**src/rtl/sram_access_ctrl_if.sv**
```systemverilog
// sram_access_ctrl_if: MCU strobe/data and external SRAM signals grouped for the access controller.
interface sram_access_ctrl_if #(
    parameter int AWIDTH = 21
);
    logic [AWIDTH-1:0] addr_in;
    logic              rd_n;
    logic              wr_n;
    logic              autoinc_en;
    logic [7:0]        mcu_din;
    logic [7:0]        mcu_dout;
    logic              busy;
    logic              overrun;
    logic [AWIDTH-1:0] sram_addr;
    logic [7:0]        sram_dout;
    logic [7:0]        sram_din;
    logic              sram_doe;
    logic              sram_ce_n;
    logic              sram_oe_n;
    logic              sram_we_n;
    logic              counter_n;

    modport master (
        output addr_in, rd_n, wr_n, autoinc_en, mcu_din, sram_din,
        input  mcu_dout, busy, overrun, sram_addr, sram_dout, sram_doe,
               sram_ce_n, sram_oe_n, sram_we_n, counter_n
    );

    modport slave (
        input  addr_in, rd_n, wr_n, autoinc_en, mcu_din, sram_din,
        output mcu_dout, busy, overrun, sram_addr, sram_dout, sram_doe,
               sram_ce_n, sram_oe_n, sram_we_n, counter_n
    );
endinterface

```
**src/rtl/sram_access_ctrl.sv**
```systemverilog
// sram_access_ctrl: turns synchronised MCU strobes into timed SRAM cycles,
// optionally pulsing counter_n afterwards so the address shift register auto-increments.
module sram_access_ctrl #(
    parameter int AWIDTH      = 21,
    parameter int WAIT_CYCLES = 2
) (
    input logic               clk,
    input logic               rst_n,
    sram_access_ctrl_if.slave bus
);
    typedef enum logic [2:0] {IDLE, SETUP, STROBE, HOLD, INC} state_t;

    state_t            state_q;
    logic [2:0]        rd_sync_q, wr_sync_q;
    logic              rd_edge_q, wr_edge_q, is_wr_q;
    logic [3:0]        cnt_q;
    logic [AWIDTH-1:0] sram_addr_q;
    logic [7:0]        sram_dout_q, mcu_dout_q;
    logic              ce_n_q, oe_n_q, we_n_q, doe_q, counter_n_q, busy_q, overrun_q;
    logic              req;

    assign req = rd_edge_q | wr_edge_q;

    // Two synchroniser stages plus one delay stage; the edge flag is registered so a
    // strobe falling before E0 is seen by the FSM at E3.
    always_ff @(posedge clk or negedge rst_n) begin
        if (!rst_n) begin
            rd_sync_q <= 3'b111;
            wr_sync_q <= 3'b111;
            rd_edge_q <= 1'b0;
            wr_edge_q <= 1'b0;
        end else begin
            rd_sync_q <= {rd_sync_q[1:0], bus.rd_n};
            wr_sync_q <= {wr_sync_q[1:0], bus.wr_n};
            rd_edge_q <= rd_sync_q[2] & ~rd_sync_q[1];
            wr_edge_q <= wr_sync_q[2] & ~wr_sync_q[1];
        end
    end

    always_ff @(posedge clk or negedge rst_n) begin
        if (!rst_n) begin
            state_q     <= IDLE;
            cnt_q       <= 4'd0;
            is_wr_q     <= 1'b0;
            sram_addr_q <= '0;
            sram_dout_q <= 8'h00;
            mcu_dout_q  <= 8'h00;
            ce_n_q      <= 1'b1;
            oe_n_q      <= 1'b1;
            we_n_q      <= 1'b1;
            doe_q       <= 1'b0;
            counter_n_q <= 1'b1;
            busy_q      <= 1'b0;
            overrun_q   <= 1'b0;
        end else begin
            // Dropped edges: any edge outside IDLE, or a read colliding with a write.
            overrun_q <= overrun_q | (req & (state_q != IDLE)) | (rd_edge_q & wr_edge_q);
            case (state_q)
                IDLE: if (req) begin
                    state_q     <= SETUP;
                    is_wr_q     <= wr_edge_q;
                    sram_addr_q <= bus.addr_in;
                    if (wr_edge_q) sram_dout_q <= bus.mcu_din;
                    ce_n_q      <= 1'b0;
                    doe_q       <= wr_edge_q;
                    busy_q      <= 1'b1;
                end
                SETUP: begin
                    state_q <= STROBE;
                    cnt_q   <= 4'(WAIT_CYCLES - 1);
                    oe_n_q  <= is_wr_q;
                    we_n_q  <= ~is_wr_q;
                end
                STROBE: if (cnt_q == 4'd0) begin
                    state_q <= HOLD;
                    oe_n_q  <= 1'b1;
                    we_n_q  <= 1'b1;
                    if (!is_wr_q) mcu_dout_q <= bus.sram_din;
                end else begin
                    cnt_q <= cnt_q - 4'd1;
                end
                HOLD: begin
                    state_q     <= INC;
                    ce_n_q      <= 1'b1;
                    doe_q       <= 1'b0;
                    counter_n_q <= ~bus.autoinc_en;
                end
                INC: begin
                    state_q     <= IDLE;
                    counter_n_q <= 1'b1;
                    busy_q      <= 1'b0;
                end
                default: state_q <= IDLE;
            endcase
        end
    end

    assign bus.sram_addr = sram_addr_q;
    assign bus.sram_dout = sram_dout_q;
    assign bus.mcu_dout  = mcu_dout_q;
    assign bus.sram_ce_n = ce_n_q;
    assign bus.sram_oe_n = oe_n_q;
    assign bus.sram_we_n = we_n_q;
    assign bus.sram_doe  = doe_q;
    assign bus.counter_n = counter_n_q;
    assign bus.busy      = busy_q;
    assign bus.overrun   = overrun_q;
endmodule

```
**src/flat_wrapper.sv**
```systemverilog
// flat-port wrapper written by rule: the top's interface ports become plain ports
module sram_access_ctrl_flat 
#(
    parameter int AWIDTH      = 21,
    parameter int WAIT_CYCLES = 2
)
  (clk, rst_n, bus_addr_in, bus_rd_n, bus_wr_n, bus_autoinc_en, bus_mcu_din, bus_sram_din, bus_mcu_dout, bus_busy, bus_overrun, bus_sram_addr, bus_sram_dout, bus_sram_doe, bus_sram_ce_n, bus_sram_oe_n, bus_sram_we_n, bus_counter_n);
  sram_access_ctrl_if #(.AWIDTH(AWIDTH)) bus_i ();
  input logic clk;
  input logic rst_n;
  input wire logic [$bits(bus_i.addr_in)-1:0] bus_addr_in;
  input wire logic [$bits(bus_i.rd_n)-1:0] bus_rd_n;
  input wire logic [$bits(bus_i.wr_n)-1:0] bus_wr_n;
  input wire logic [$bits(bus_i.autoinc_en)-1:0] bus_autoinc_en;
  input wire logic [$bits(bus_i.mcu_din)-1:0] bus_mcu_din;
  input wire logic [$bits(bus_i.sram_din)-1:0] bus_sram_din;
  output wire logic [$bits(bus_i.mcu_dout)-1:0] bus_mcu_dout;
  output wire logic [$bits(bus_i.busy)-1:0] bus_busy;
  output wire logic [$bits(bus_i.overrun)-1:0] bus_overrun;
  output wire logic [$bits(bus_i.sram_addr)-1:0] bus_sram_addr;
  output wire logic [$bits(bus_i.sram_dout)-1:0] bus_sram_dout;
  output wire logic [$bits(bus_i.sram_doe)-1:0] bus_sram_doe;
  output wire logic [$bits(bus_i.sram_ce_n)-1:0] bus_sram_ce_n;
  output wire logic [$bits(bus_i.sram_oe_n)-1:0] bus_sram_oe_n;
  output wire logic [$bits(bus_i.sram_we_n)-1:0] bus_sram_we_n;
  output wire logic [$bits(bus_i.counter_n)-1:0] bus_counter_n;
  assign bus_i.addr_in = bus_addr_in;
  assign bus_i.rd_n = bus_rd_n;
  assign bus_i.wr_n = bus_wr_n;
  assign bus_i.autoinc_en = bus_autoinc_en;
  assign bus_i.mcu_din = bus_mcu_din;
  assign bus_i.sram_din = bus_sram_din;
  assign bus_mcu_dout = bus_i.mcu_dout;
  assign bus_busy = bus_i.busy;
  assign bus_overrun = bus_i.overrun;
  assign bus_sram_addr = bus_i.sram_addr;
  assign bus_sram_dout = bus_i.sram_dout;
  assign bus_sram_doe = bus_i.sram_doe;
  assign bus_sram_ce_n = bus_i.sram_ce_n;
  assign bus_sram_oe_n = bus_i.sram_oe_n;
  assign bus_sram_we_n = bus_i.sram_we_n;
  assign bus_counter_n = bus_i.counter_n;
  sram_access_ctrl #(.AWIDTH(AWIDTH), .WAIT_CYCLES(WAIT_CYCLES)) u_core (.clk(clk), .rst_n(rst_n), .bus(bus_i));
endmodule
```
**config.mk**
```make
export PLATFORM = sky130hd
export DESIGN_NAME = sram_access_ctrl_flat
export DESIGN_NICKNAME = d
export VERILOG_FILES = /design/src/rtl/sram_access_ctrl_if.sv /design/src/rtl/sram_access_ctrl.sv /design/src/flat_wrapper.sv
export SDC_FILE = /design/constraint.sdc
export NUM_CORES = 1
export LEC_CHECK = 0
export CAP_MARGIN = 20
export CORE_MARGIN = 1.5
export CORE_UTILIZATION = 45
export CTS_CLUSTER_SIZE = 8
export DETAILED_ROUTE_END_ITERATION = 8
export PLACE_DENSITY = 0.8
export SLEW_MARGIN = 30
export SYNTH_ARGS = -nofsm -noshare
export SYNTH_HDL_FRONTEND = slang
export SYNTH_SLANG_ARGS = --single-unit
```
**constraint.sdc**
```tcl
create_clock -name clk -period 5.38 [get_ports clk]
set_input_delay 1.345 -clock clk [delete_from_list [all_inputs] [get_ports clk]]
set_output_delay 1.345 -clock clk [all_outputs]
set_load 0.02 [all_outputs]
```
Yosys cells after proc, flatten, opt, wreduce, memory -nomap -nowiden
Index checks and enable logic that the tools add are counted.
Widths: inputs -> output; s select.
- add/subtract/negate cells: 1
- equality and inequality tests: 7
- mux-type cells: 15
- bitwise logic cells: 11
- reductions and logical operators: 15
- operators with widths (kind ; number):
    $pmux 1 s2 ; 6
    $pmux 3 s4 ; 1
    $reduce_and 2->1 ; 6
    $pmux 4 s2 ; 1
    $reduce_bool 2->1 ; 4
    $eq 3x2->1 const B ; 2
    $mux 3 ; 2
    $reduce_and 3->1 ; 2
    $and 1x1->1 ; 4
    $logic_not 4->1 ; 1
    $mux 1 ; 4
    $mux 4 ; 1
    $ne 2x1->1 const B ; 2
    $not 1->1 ; 4
    $sub 4x1->4 const B ; 1
    $eq 3x1->1 const B ; 1
    $eq 3x3->1 const B ; 1
    $logic_not 3->1 ; 1
    $or 1x1->1 ; 3
    $reduce_bool 3->1 ; 1
    $ne 2x2->1 const B ; 1
- register bits: 60
- logic and storage cells: 66

Longest topological paths before layout
Gate-level depths: netlist (run 1).
- word-level depth: 4
- gate-level depth with buffers: 6

Worst setup path after synthesis (run 1)
Ideal clock, no wire load.
- path type: register to register
- from: reg u_core.cnt_q[0]
- to: reg u_core.mcu_dout_q[0] (netlist: u_core.bus.mcu_dout[0])
- setup time: 0.125 ns
- arrival time: 1.884 ns
- data required time: 5.255 ns
- setup slack: 3.371 ns
- cell stages (with the launch flop): 7
- buffers on the path: 1
- path through: dfrtp_1 -> inv_1 -> ha_1 -> or3b_4 -> or4_4 -> buf_6 -> mux2_4
- cells in the longest elaborated chain, start to end: 2
- RTL lines (what ; RTL line ; text):
    from (decl) ; sram_access_ctrl.sv:16 ; logic [3:0] cnt_q;
    from (signal assigned) ; sram_access_ctrl.sv:70 ; cnt_q <= 4'(WAIT_CYCLES - 1);
    from (signal assigned) ; sram_access_ctrl.sv:80 ; cnt_q <= cnt_q - 4'd1;
    $logic_not 4->1 ; sram_access_ctrl.sv:74 ; STROBE: if (cnt_q == 4'd0) begin
    $reduce_and 3->1 (no source line) ; n/a ;
    to (signal assigned) ; sram_access_ctrl.sv:78 ; if (!is_wr_q) mcu_dout_q <= bus.sram_din;
    to (decl) ; sram_access_ctrl.sv:18 ; logic [7:0] sram_dout_q, mcu_dout_q;
Every way passes these cells.
A chain may end at the register's enable or synchronous reset.

Worst setup path in the final report (run 1)
- from: reg u_core.oe_n_q (netlist: u_core.bus.sram_oe_n)
- to: out bus_sram_oe_n
- RTL lines (what ; RTL line ; text):
    from (decl) ; sram_access_ctrl.sv:19 ; logic ce_n_q, oe_n_q, we_n_q, doe_q, counter_n_q, busy_q, overrun_q;
    from (signal assigned) ; sram_access_ctrl.sv:71 ; oe_n_q <= is_wr_q;
    to (decl) ; flat_wrapper.sv:24 ; output wire logic [$bits(bus_i.sram_oe_n)-1:0] bus_sram_oe_n;
No word-level cell between the ends.

==> results of run 1 <==
==> final timing paths <==
path / start / slack, ns / cells past startpoint / end
min: u_core.rd_sync_q[0]$_DFF_PN1_ / 0.36 / 0 / u_core.rd_sync_q[1]$_DFF_PN1_
min reg2reg: u_core.rd_sync_q[0]$_DFF_PN1_ / 0.36 / 0 / u_core.rd_sync_q[1]$_DFF_PN1_
max reg2reg: u_core.state_q[0]$_DFFE_PN0P_ / 3.21 / 3 / u_core.bus.sram_addr[17]$_DFFE_PN0P_
min in group asynchronous: rst_n / 0.90 / 1 / u_core.cnt_q[0]$_DFFE_PN0P_
max in group asynchronous: rst_n / 3.60 / 2 / u_core.wr_sync_q[0]$_DFF_PN1_
max: u_core.bus.sram_oe_n$_DFFE_PN1P_ / 2.56 / 1 / bus_sram_oe_n
==> routing by layer <==
layer / track usage / routed length, um / up-vias
li1: - / - / 772
met1: 0.227 / 2080 / 785
met2: 0.279 / 2280 / 59
met3: 0.0707 / 261 / 4
met4: 0.0704 / 31 / 0
met5: 0 / 0 / -
==> per-stage QoR <==
stage / hold WS [ns] / instances / util
after detailed placement: 0.347 / 316 / 0.646
after floorplan: 0.345 / 169 / -
after global routing: 0.361 / 332 / 0.695
after CTS: 0.356 / 332 / 0.695
final: 0.356 / 332 / 0.695
after global placement: 0.346 / 316 / 0.645
==> sequential cells by signal (all words and copies together) (netlist names) <==
signal	flops
u_core.bus.sram_addr	21
u_core.is_wr_q	1
u_core.bus.overrun	1
u_core.cnt_q	4
u_core.wr_sync_q	3
u_core.wr_edge_q	1
u_core.rd_edge_q	1
u_core.bus.mcu_dout	8
u_core.bus.sram_ce_n	1
u_core.state_q	3
u_core.bus.sram_doe	1
u_core.bus.sram_we_n	1
u_core.bus.counter_n	1
u_core.bus.sram_oe_n	1
u_core.bus.sram_dout	8
u_core.rd_sync_q	3
u_core.bus.busy	1
==> cell usage after synthesis, drive strengths merged, types with 2 or more instances <==
master / number / share of area
buf: 5 / 0.013
o211ai: 2 / 0.0063
dfstp: 10 / 0.11
nor2b: 4 / 0.010
nor4b: 2 / 0.0073
dfrtp: 50 / 0.52
inv: 5 / 0.0078
a21o: 2 / 0.0063
mux2: 38 / 0.19
ha: 2 / 0.010
nor2: 5 / 0.0078
clkbuf: 4 / 0.0063
a21oi: 5 / 0.010
nand3: 5 / 0.010
o21ai: 5 / 0.010
nand2: 6 / 0.0094
==> power by group through the flow <==
stage	combinational, W	sequential [W]	clock (W)
5_1_grt	0.00106	0.000832	0.000536
4_1_cts	0.00101	0.000799	0.000513
3_5_place_dp	0.00100	0.000805	0
3_3_place_gp	0.000983	0.000793	0
2_1_floorplan	0.000403	0.000965	0
6_report	0.000993	0.000798	0.000500
==> cell type report <==
cell class / instances / area share
Inverter: 5 / 0.00529
Clock inverter: 4 / 0.0268
Clock buffer: 12 / 0.0437
Timing Repair Buffer: 86 / 0.240
Sequential cell: 60 / 0.427
Tap cell: 70 / 0.0247
Multi-Input combinational cell: 95 / 0.233
==> kinds of logic after synthesis <==
logic type,count (synthesis),share of synthesized area
AND/OR/NAND/NOR,33,0.0789
buffers and inverters,14,0.0266
adder cells (fa/ha/maj),2,0.0104
multiplexers,38,0.191
AO/OA/AOI/OAI,21,0.0574
XOR/XNOR,1,0.00366
flip-flops,60,0.632
==> impl_metrics.yaml, run 1 <==
placement:
  place_area_sq_um: 3300
  gp_congestion: 0.805
  dp_hpwl_mm: 3.21
  port-buffer-count: 85
  dpl_worst_slack_ns: 2.90
clocking:
  cts_buffer_depth: 2
  clk_pin_slew_ns: 0.06
  cts.sinks: 60
  root_buffer: "clkbuf_8"
  post_cts_buffers: 0
  clk-insertion-delay-late_ns: 0.33
  h-tree-depth: 3
  cts_repair_resize_count: 0
  cts_tree: "built"
  ctsHoldBuffers: 0
  cts_inserted_buffers: 9
layout:
  regArea_sq_um: 1510
  layout-drive-gt1-share: 0.267
  num-fill-cells: 387
  multi_input_area_sq_um: 826
  antenna_cells: 0
  final_cell_mix: "clkdlybuf4s50_1 (84), dfrtp_1 (50), mux2_2 (30)"
  syn2layout_area_growth_pct: 48.1
  fin_nets: 301
  final_common_cell: "clkdlybuf4s50_1"
  finalInstanceArea_sq_um: 3550
timing:
  drv_slew: 0
  setup_ws_ns: 2.56
  hold_violations: 0
  min_period_over_period: 0.524
  finalSetupViolCount: 0
  worst_pin_slew_ns: 0.634
  setup_tns_ns: 0
  timing.slew.headroom: 0.576
  fmax_mhz: 355
  post-route-min-period_ns: 2.82
  rsz0062_at_grt: "no"
  skew_ns: 0.0113
critical_path:
  slowest_delay_ns: 0.60
  crit_buf_inv: 1
  critPathKind: "flop to primary output"
  startpoint_type: "flop"
  cp_cell_sequence: "clkdlybuf4s50_1"
  worstPathRequired_ns: 4.03
  worstPathArrival_ns: 1.47
  cpMaxStageDelayCell: "clkdlybuf4s50_1"
  end_kind: "primary output"
  path_max_fanout: 3
  crit_family: "buffers and inverters"
pwr:
  peakVddDrop_uv: 408
  total_power_w: 0.00229
  clkPwrFrac: 0.218
  p_sw_w: 0.000752
  p_sw_frac: 0.328
  p_per_area_nw_per_um2: 645
  leakage_nw: 1.51
  combPwrFrac: 0.434
  p_seq_frac: 0.348
  p_int_w: 0.00154
synth:
  ys_seq_area_frac: 0.632
  syn_nets: 213
  yosysWarnings: 0
  synth_top_flop_cell: "dfrtp_1"
  netlist_instances: 169
  ys_ff_latch: 60
  synthDistinctLibCells: 38
  synth.cell_area_sq_um: 2400
  avgSynthCellArea_sq_um: 14.2
  async_reset_ff_frac: 1.00
  synth_edf_count: 0
global_route:
  grt_max_degree: 47
  antenna_found_initial: 0
  grt_pass1_vias: 1690
  grtUsageTotal: 0.180
  grt_overflow: 0
  grt_pass1_wl_mm: 8.02
detailed_routing:
  ant_nets: 0
  num_vias: 1620
  drt-initial-drc-count: 93
  routedWlPerCell_um: 14.0
  wl_mm: 4.66
  drc_errors: 0
  drt_pass1_iterations: 4
  vias_per_cell: 4.88
status:
  status: "finished, final reports clean"
floorplan:
  io_pins: 86
  core_sq_um: 5110
  die_x_um: 76.0
  start_util: 0.469
  die_area_sq_um: 5770
  die_h_um: 76.0
  num_rows: 26
job:
  maxCapViolCount: 0
worst_hold_path:
  hold_class: "flop to flop"
Power figures use the tool's default switching activity.
==> run 2: changes to the inputs <==
--- a/config.mk
+++ b/config.mk
@@ -7,10 +7,10 @@
 export LEC_CHECK = 0
 export CAP_MARGIN = 20
 export CORE_MARGIN = 1.5
-export CORE_UTILIZATION = 45
+export CORE_UTILIZATION = 44
 export CTS_CLUSTER_SIZE = 8
 export DETAILED_ROUTE_END_ITERATION = 8
-export PLACE_DENSITY = 0.8
+export PLACE_DENSITY = 0.79
 export SLEW_MARGIN = 30
 export SYNTH_ARGS = -nofsm -noshare
 export SYNTH_HDL_FRONTEND = slang
==> constraint.sdc (replaced) <==
create_clock -name clk -period 2.6 [get_ports clk]
set_input_delay 0.65 -clock clk [delete_from_list [all_inputs] [get_ports clk]]
set_output_delay 0.65 -clock clk [all_outputs]
set_load 0.02 [all_outputs]
==> run 2 against run 1 <==
First-iteration DRC count decreased by 34%. Largest power group unchanged. Sequential power increased by 100%. Cell area increased by 0.42%. Worst hold slack got worse by 0.028 ns. Clock power increased by 94%. Utilization decreased by 0.58 points. Clock-buffer cell count unchanged. Critical path type unchanged. Cell count increased by 0.90%. Clock skew decreased by 0.0024 ns. Combinational power increased by 120%.
==> impl_metrics.yaml, run 2 (same netlist as run 1, synthesis figures left out) <==
critical_path:
  r2r_cells: 5
  r2r-start: "u_core.cnt_q[0]$_DFFE_PN0P_"
  path_max_fanout: 3
  r2r_end: "u_core.bus.mcu_dout[7]$_DFFE_PN0P_"
  cp_cell_sequence: "clkdlybuf4s50_1"
  end_kind: "primary output"
  critPathKind: "flop to primary output"
  startpoint_type: "flop"
  crit_cells: 1
  worstPathRequired_ns: 1.95
  worstPathArrival_ns: 1.50
  cpMaxStageDelayCell: "clkdlybuf4s50_1"
  crit_buf_inv: 1
  reg2reg_slack_ns: 0.48
  slowest_delay_ns: 0.62
  cp-startpoint: "u_core.bus.counter_n$_DFFE_PN1P_"
  cp-endpoint: "bus_counter_n"
  crit_family: "buffers and inverters"
floorplan:
  io_pins: 86
  die_x_um: 76.8
  core_sq_um: 5170
  die_area_sq_um: 5900
  start_util: 0.463
  die_h_um: 76.8
  num_rows: 26
global_route:
  grtUsageTotal: 0.192
  grt_overflow: 0
  antenna_found_initial: 0
  grt_pass1_wl_mm: 8.67
  grt_pass1_vias: 1779
  grt_max_degree: 34
timing:
  timing.slew.headroom: 0.580
  drv_slew: 0
  setup_tns_ns: 0
  finalSetupViolCount: 0
  setup_ws_ns: 0.451
  skew_ns: 0.00893
  fmax_mhz: 465
  post-route-min-period_ns: 2.15
  hold_violations: 0
  rsz0062_at_grt: "no"
  min_period_over_period: 0.826
  worst_pin_slew_ns: 0.630
layout:
  syn2layout_area_growth_pct: 48.8
  layout-drive-gt1-share: 0.279
  utilization: 0.689
  stdcell_count: 335
  final_common_cell: "clkdlybuf4s50_1"
  fin_nets: 304
  antenna_cells: 0
  final_cell_mix: "clkdlybuf4s50_1 (84), dfrtp_1 (50), mux2_2 (30)"
  largest_reg_flops: 21
clocking:
  h-tree-depth: 3
  root_buffer: "clkbuf_8"
  ctsHoldBuffers: 0
  clk_pin_slew_ns: 0.06
  cts_repair_resize_count: 0
  cts_inserted_buffers: 9
  cts_buffer_depth: 2
  cts_tree: "built"
  cts.sinks: 60
  post_cts_buffers: 0
  clk-insertion-delay-late_ns: 0.34
placement:
  gp_congestion: 0.794
  dpl_worst_slack_ns: 0.510
  port-buffer-count: 85
  dp_hpwl_mm: 3.50
  dpl.cell_count: 319
pwr:
  clkPwrFrac: 0.205
  p_int_w: 0.00313
  p_sw_w: 0.00160
  p_per_area_nw_per_um2: 1330
  p_seq_frac: 0.343
  peakVddDrop_uv: 765
  p_sw_frac: 0.338
  leakage_nw: 1.52
  combPwrFrac: 0.453
worst_hold_path:
  hold_class: "input pin to async pin"
detailed_routing:
  drt-initial-drc-count: 61
  routedWlPerCell_um: 14.9
  drt_pass1_iterations: 4
  num_vias: 1664
  drc_errors: 0
  wl_mm: 4.99
  ant_nets: 0
  vias_per_cell: 4.97
job:
  maxCapViolCount: 0
status:
  status: "finished, final reports clean"
run 2: area by class of cell:
class                   instances  area, sq um
clock buffers                  12          165
inverters                       5         18.8
clock inverters                 4         70.1
well taps                      70         87.6
flip-flops and latches         60         1510
multi-input cells              95          821
fillers                       359         1610
repair buffers                 89          888
run 2: per-layer routing:
metal / GRT usage / vias up / routed length [um]
met1: 0.256 / 813 / 2290
met3: 0.0774 / 7 / 382
met5: 0 / - / 0
li1: - / 777 / -
met4: 0.0926 / 0 / 75
met2: 0.273 / 67 / 2240
run 2: how the worst min path moves through the flow:
| stage | startpoint | end | slack, ns | cells after the start |
|---|---|---|---|---|
| after global placement | u_core.rd_sync_q[0]$_DFF_PN1_ | u_core.rd_sync_q[1]$_DFF_PN1_ | 0.35 | 0 |
| after floorplan | rst_n | u_core.bus.busy$_DFFE_PN0P_ | 0.35 | 0 |
| final | rst_n | u_core.bus.sram_addr[17]$_DFFE_PN0P_ | 0.33 | 1 |
| after detailed placement | u_core.rd_sync_q[0]$_DFF_PN1_ | u_core.rd_sync_q[1]$_DFF_PN1_ | 0.35 | 0 |
| after global routing | rst_n | u_core.bus.sram_addr[15]$_DFFE_PN0P_ | 0.36 | 1 |
| after CTS | rst_n | u_core.bus.sram_addr[1]$_DFFE_PN0P_ | 0.34 | 1 |
run 2: power groups by stage:
| stage | clock, W | combinational (W) | sequential (W) |
|---|---|---|---|
| 6_report | 0.000969 | 0.00214 | 0.00162 |
| 5_1_grt | 0.00103 | 0.00229 | 0.00169 |
| 4_1_cts | 0.000993 | 0.00216 | 0.00162 |
| 3_5_place_dp | 0 | 0.00215 | 0.00163 |
| 3_3_place_gp | 0 | 0.00211 | 0.00161 |
| 2_1_floorplan | 0 | 0.000834 | 0.00200 |
run 2: stage by stage:
stage	instance area (sq um)	total power (W)	hold slack, ns
after floorplan	2400	0.00283	0.345
after global placement	3330	0.00372	0.346
after detailed placement	3330	0.00379	0.350
after CTS	3560	0.00478	0.341
after global routing	3560	0.00501	0.363
final	3560	0.00473	0.328
==> run 3: changes to the inputs <==
--- a/config.mk
+++ b/config.mk
@@ -7,10 +7,10 @@
 export LEC_CHECK = 0
 export CAP_MARGIN = 20
 export CORE_MARGIN = 1.5
-export CORE_UTILIZATION = 44
+export CORE_UTILIZATION = 40
 export CTS_CLUSTER_SIZE = 8
 export DETAILED_ROUTE_END_ITERATION = 8
-export PLACE_DENSITY = 0.79
+export PLACE_DENSITY = 0.76
 export SLEW_MARGIN = 30
 export SYNTH_ARGS = -nofsm -noshare
 export SYNTH_HDL_FRONTEND = slang
==> constraint.sdc (replaced) <==
create_clock -name clk -period 1.9 [get_ports clk]
set_input_delay 0.475 -clock clk [delete_from_list [all_inputs] [get_ports clk]]
set_output_delay 0.475 -clock clk [all_outputs]
set_load 0.02 [all_outputs]
==> run 3 against run 2 <==
The flow now finishes with violations (setup timing). Worst setup slack lost 0.49 ns. Clock power grew 18%. Routed wire length shrank 2.0%. Total power grew 36%. Clock skew shrank 0.0010 ns. Worst hold slack lost 0.20 ns. Via count grew 2.5%. Utilization shrank 6.7 points. Global-route usage shrank 2.5 points. Critical path type is now flop to flop. Largest power group unchanged.
==> impl_metrics.yaml, run 3 (same netlist as run 1, synthesis figures left out) <==
floorplan:
  die_x_um: 80.4
  io_pins: 86
  num_rows: 28
  die_h_um: 80.4
  core_sq_um: 5850
  die_area_sq_um: 6460
  start_util: 0.410
timing:
  setup_tns_ns: -0.299
  hold_ws_ns: 0.130
  drv_slew: 0
  timing.slew.headroom: 0.612
  min_period_over_period: 1.02
  setup_ws_ns: -0.0407
  worst_pin_slew_ns: 0.580
  hold_violations: 0
  rsz0062_at_grt: "yes"
  skew_ns: 0.00793
  post-route-min-period_ns: 1.94
  fmax_mhz: 515
  finalSetupViolCount: 8
clocking:
  h-tree-depth: 3
  cts_buffer_depth: 2
  root_buffer: "clkbuf_8"
  cts_inserted_buffers: 9
  cts_tree: "built"
  clk-insertion-delay-late_ns: 0.33
  ctsHoldBuffers: 0
  clk_pin_slew_ns: 0.07
  cts.sinks: 60
pwr:
  p_sw_w: 0.00219
  combPwrFrac: 0.482
  p_seq_frac: 0.341
  p_int_w: 0.00424
  clkPwrFrac: 0.177
  peakVddDrop_uv: 1070
  p_per_area_nw_per_um2: 1760
  leakage_nw: 1.56
  p_sw_frac: 0.341
status:
  violations: "setup timing"
  status: "finished with violations"
layout:
  largest_reg_flops: 21
  antenna_cells: 0
  final_cell_mix: "clkdlybuf4s50_1 (80), dfrtp_1 (50), mux2_2 (30)"
  fin_nets: 315
  layout-drive-gt1-share: 0.312
  stdcell_count: 351
  final_common_cell: "clkdlybuf4s50_1"
  num-fill-cells: 477
  syn2layout_area_growth_pct: 52.0
  finalInstanceArea_sq_um: 3640
critical_path:
  end_kind: "flop"
  worstPathRequired_ns: 2.12
  startpoint_type: "flop"
  worstPathArrival_ns: 2.16
  critPathKind: "flop to flop"
  path_max_fanout: 8
detailed_routing:
  met1_length_mm: 2.05
  top_layer: "met4"
  routedWlPerCell_um: 13.9
  drc_errors: 0
  met2_wirelength_mm: 2.44
  ant_nets: 0
  route.met3.wl_um: 260
  num_vias: 1705
  drt-initial-drc-count: 57
  drt_pass1_iterations: 4
  vias_per_cell: 4.86
  wl_mm: 4.89
global_route:
  grt_pass1_wl_mm: 7.89
  grt_overflow: 0
  grt_pass1_vias: 1749
  grt_max_degree: 61
  grtUsageTotal: 0.167
  antenna_found_initial: 0
job:
  maxCapViolCount: 0
placement:
  port-buffer-count: 85
  dp_hpwl_mm: 3.43
  dpl.cell_count: 333
  place_area_sq_um: 3430
  dpl_worst_slack_ns: -0.0386
  gp_congestion: 0.822
worst_hold_path:
  hold_class: "input pin to async pin"
run 3: power by group through the flow:
| stage | Combinational, W | Sequential (W) | Clock, W |
|---|---|---|---|
| 4_1_cts | 0.00312 | 0.00219 | 0.00117 |
| 3_3_place_gp | 0.00307 | 0.00218 | 0 |
| 3_5_place_dp | 0.00313 | 0.00220 | 0 |
| 6_report | 0.00310 | 0.00219 | 0.00114 |
| 2_1_floorplan | 0.00116 | 0.00274 | 0 |
| 5_1_grt | 0.00333 | 0.00227 | 0.00123 |
run 3: repair_timing:
action,4_1_cts,5_1_grt
resized for setup,4,1
hold endpoints to repair,0,0
buffers inserted,1,1
setup endpoints to repair,12,22
run 3: cell type report:
type	count	area [sq um]	area share
multi-input combinational	95	838	0.230
inverter	5	18.8	0.00515
sequential	60	1510	0.416
timing repair buffer	100	978	0.269
clock inverter	2	35.0	0.00962
clock buffer	14	163	0.0447
tap	75	93.8	0.0258
run 3: critical path: stages (launching register included):
cell	delay, ns
dfrtp_1	0.39
inv_2	0.09
ha_4	0.13
or3b_4	0.37
or4_4	0.53
mux2_4	0.33
run 3: stage by stage:
step,utilization,power (W)
floorplan,-,0.00390
global placement,0.586,0.00525
detailed placement,0.586,0.00533
CTS,0.620,0.00648
global route,0.622,0.00684
finish,0.622,0.00643
run 3: worst paths after layout:
| path | start | endpoint | slack, ns | depth (start not counted) |
|---|---|---|---|---|
| worst max-delay path | u_core.cnt_q[1]$_DFFE_PN0P_ | u_core.bus.mcu_dout[5]$_DFFE_PN0P_ | -0.04 | 5 |
| worst min-delay path | rst_n | u_core.bus.mcu_dout[2]$_DFFE_PN0P_ | 0.13 | 2 |
| worst max register to register | u_core.cnt_q[1]$_DFFE_PN0P_ | u_core.bus.mcu_dout[5]$_DFFE_PN0P_ | -0.04 | 5 |
| worst min register to register | u_core.wr_sync_q[0]$_DFF_PN1_ | u_core.wr_sync_q[1]$_DFF_PN1_ | 0.36 | 0 |
| max in group asynchronous | rst_n | u_core.bus.sram_oe_n$_DFFE_PN1P_ | 1.45 | 2 |
| min in group clk | u_core.wr_sync_q[0]$_DFF_PN1_ | u_core.wr_sync_q[1]$_DFF_PN1_ | 0.36 | 0 |
run 3: per-layer routing:
| metal | track usage | up-vias |
|---|---|---|
| li1 | - | 803 |
| met1 | 0.197 | 834 |
| met2 | 0.266 | 53 |
| met3 | 0.0659 | 15 |
| met4 | 0.0810 | 0 |
| met5 | 0 | - |
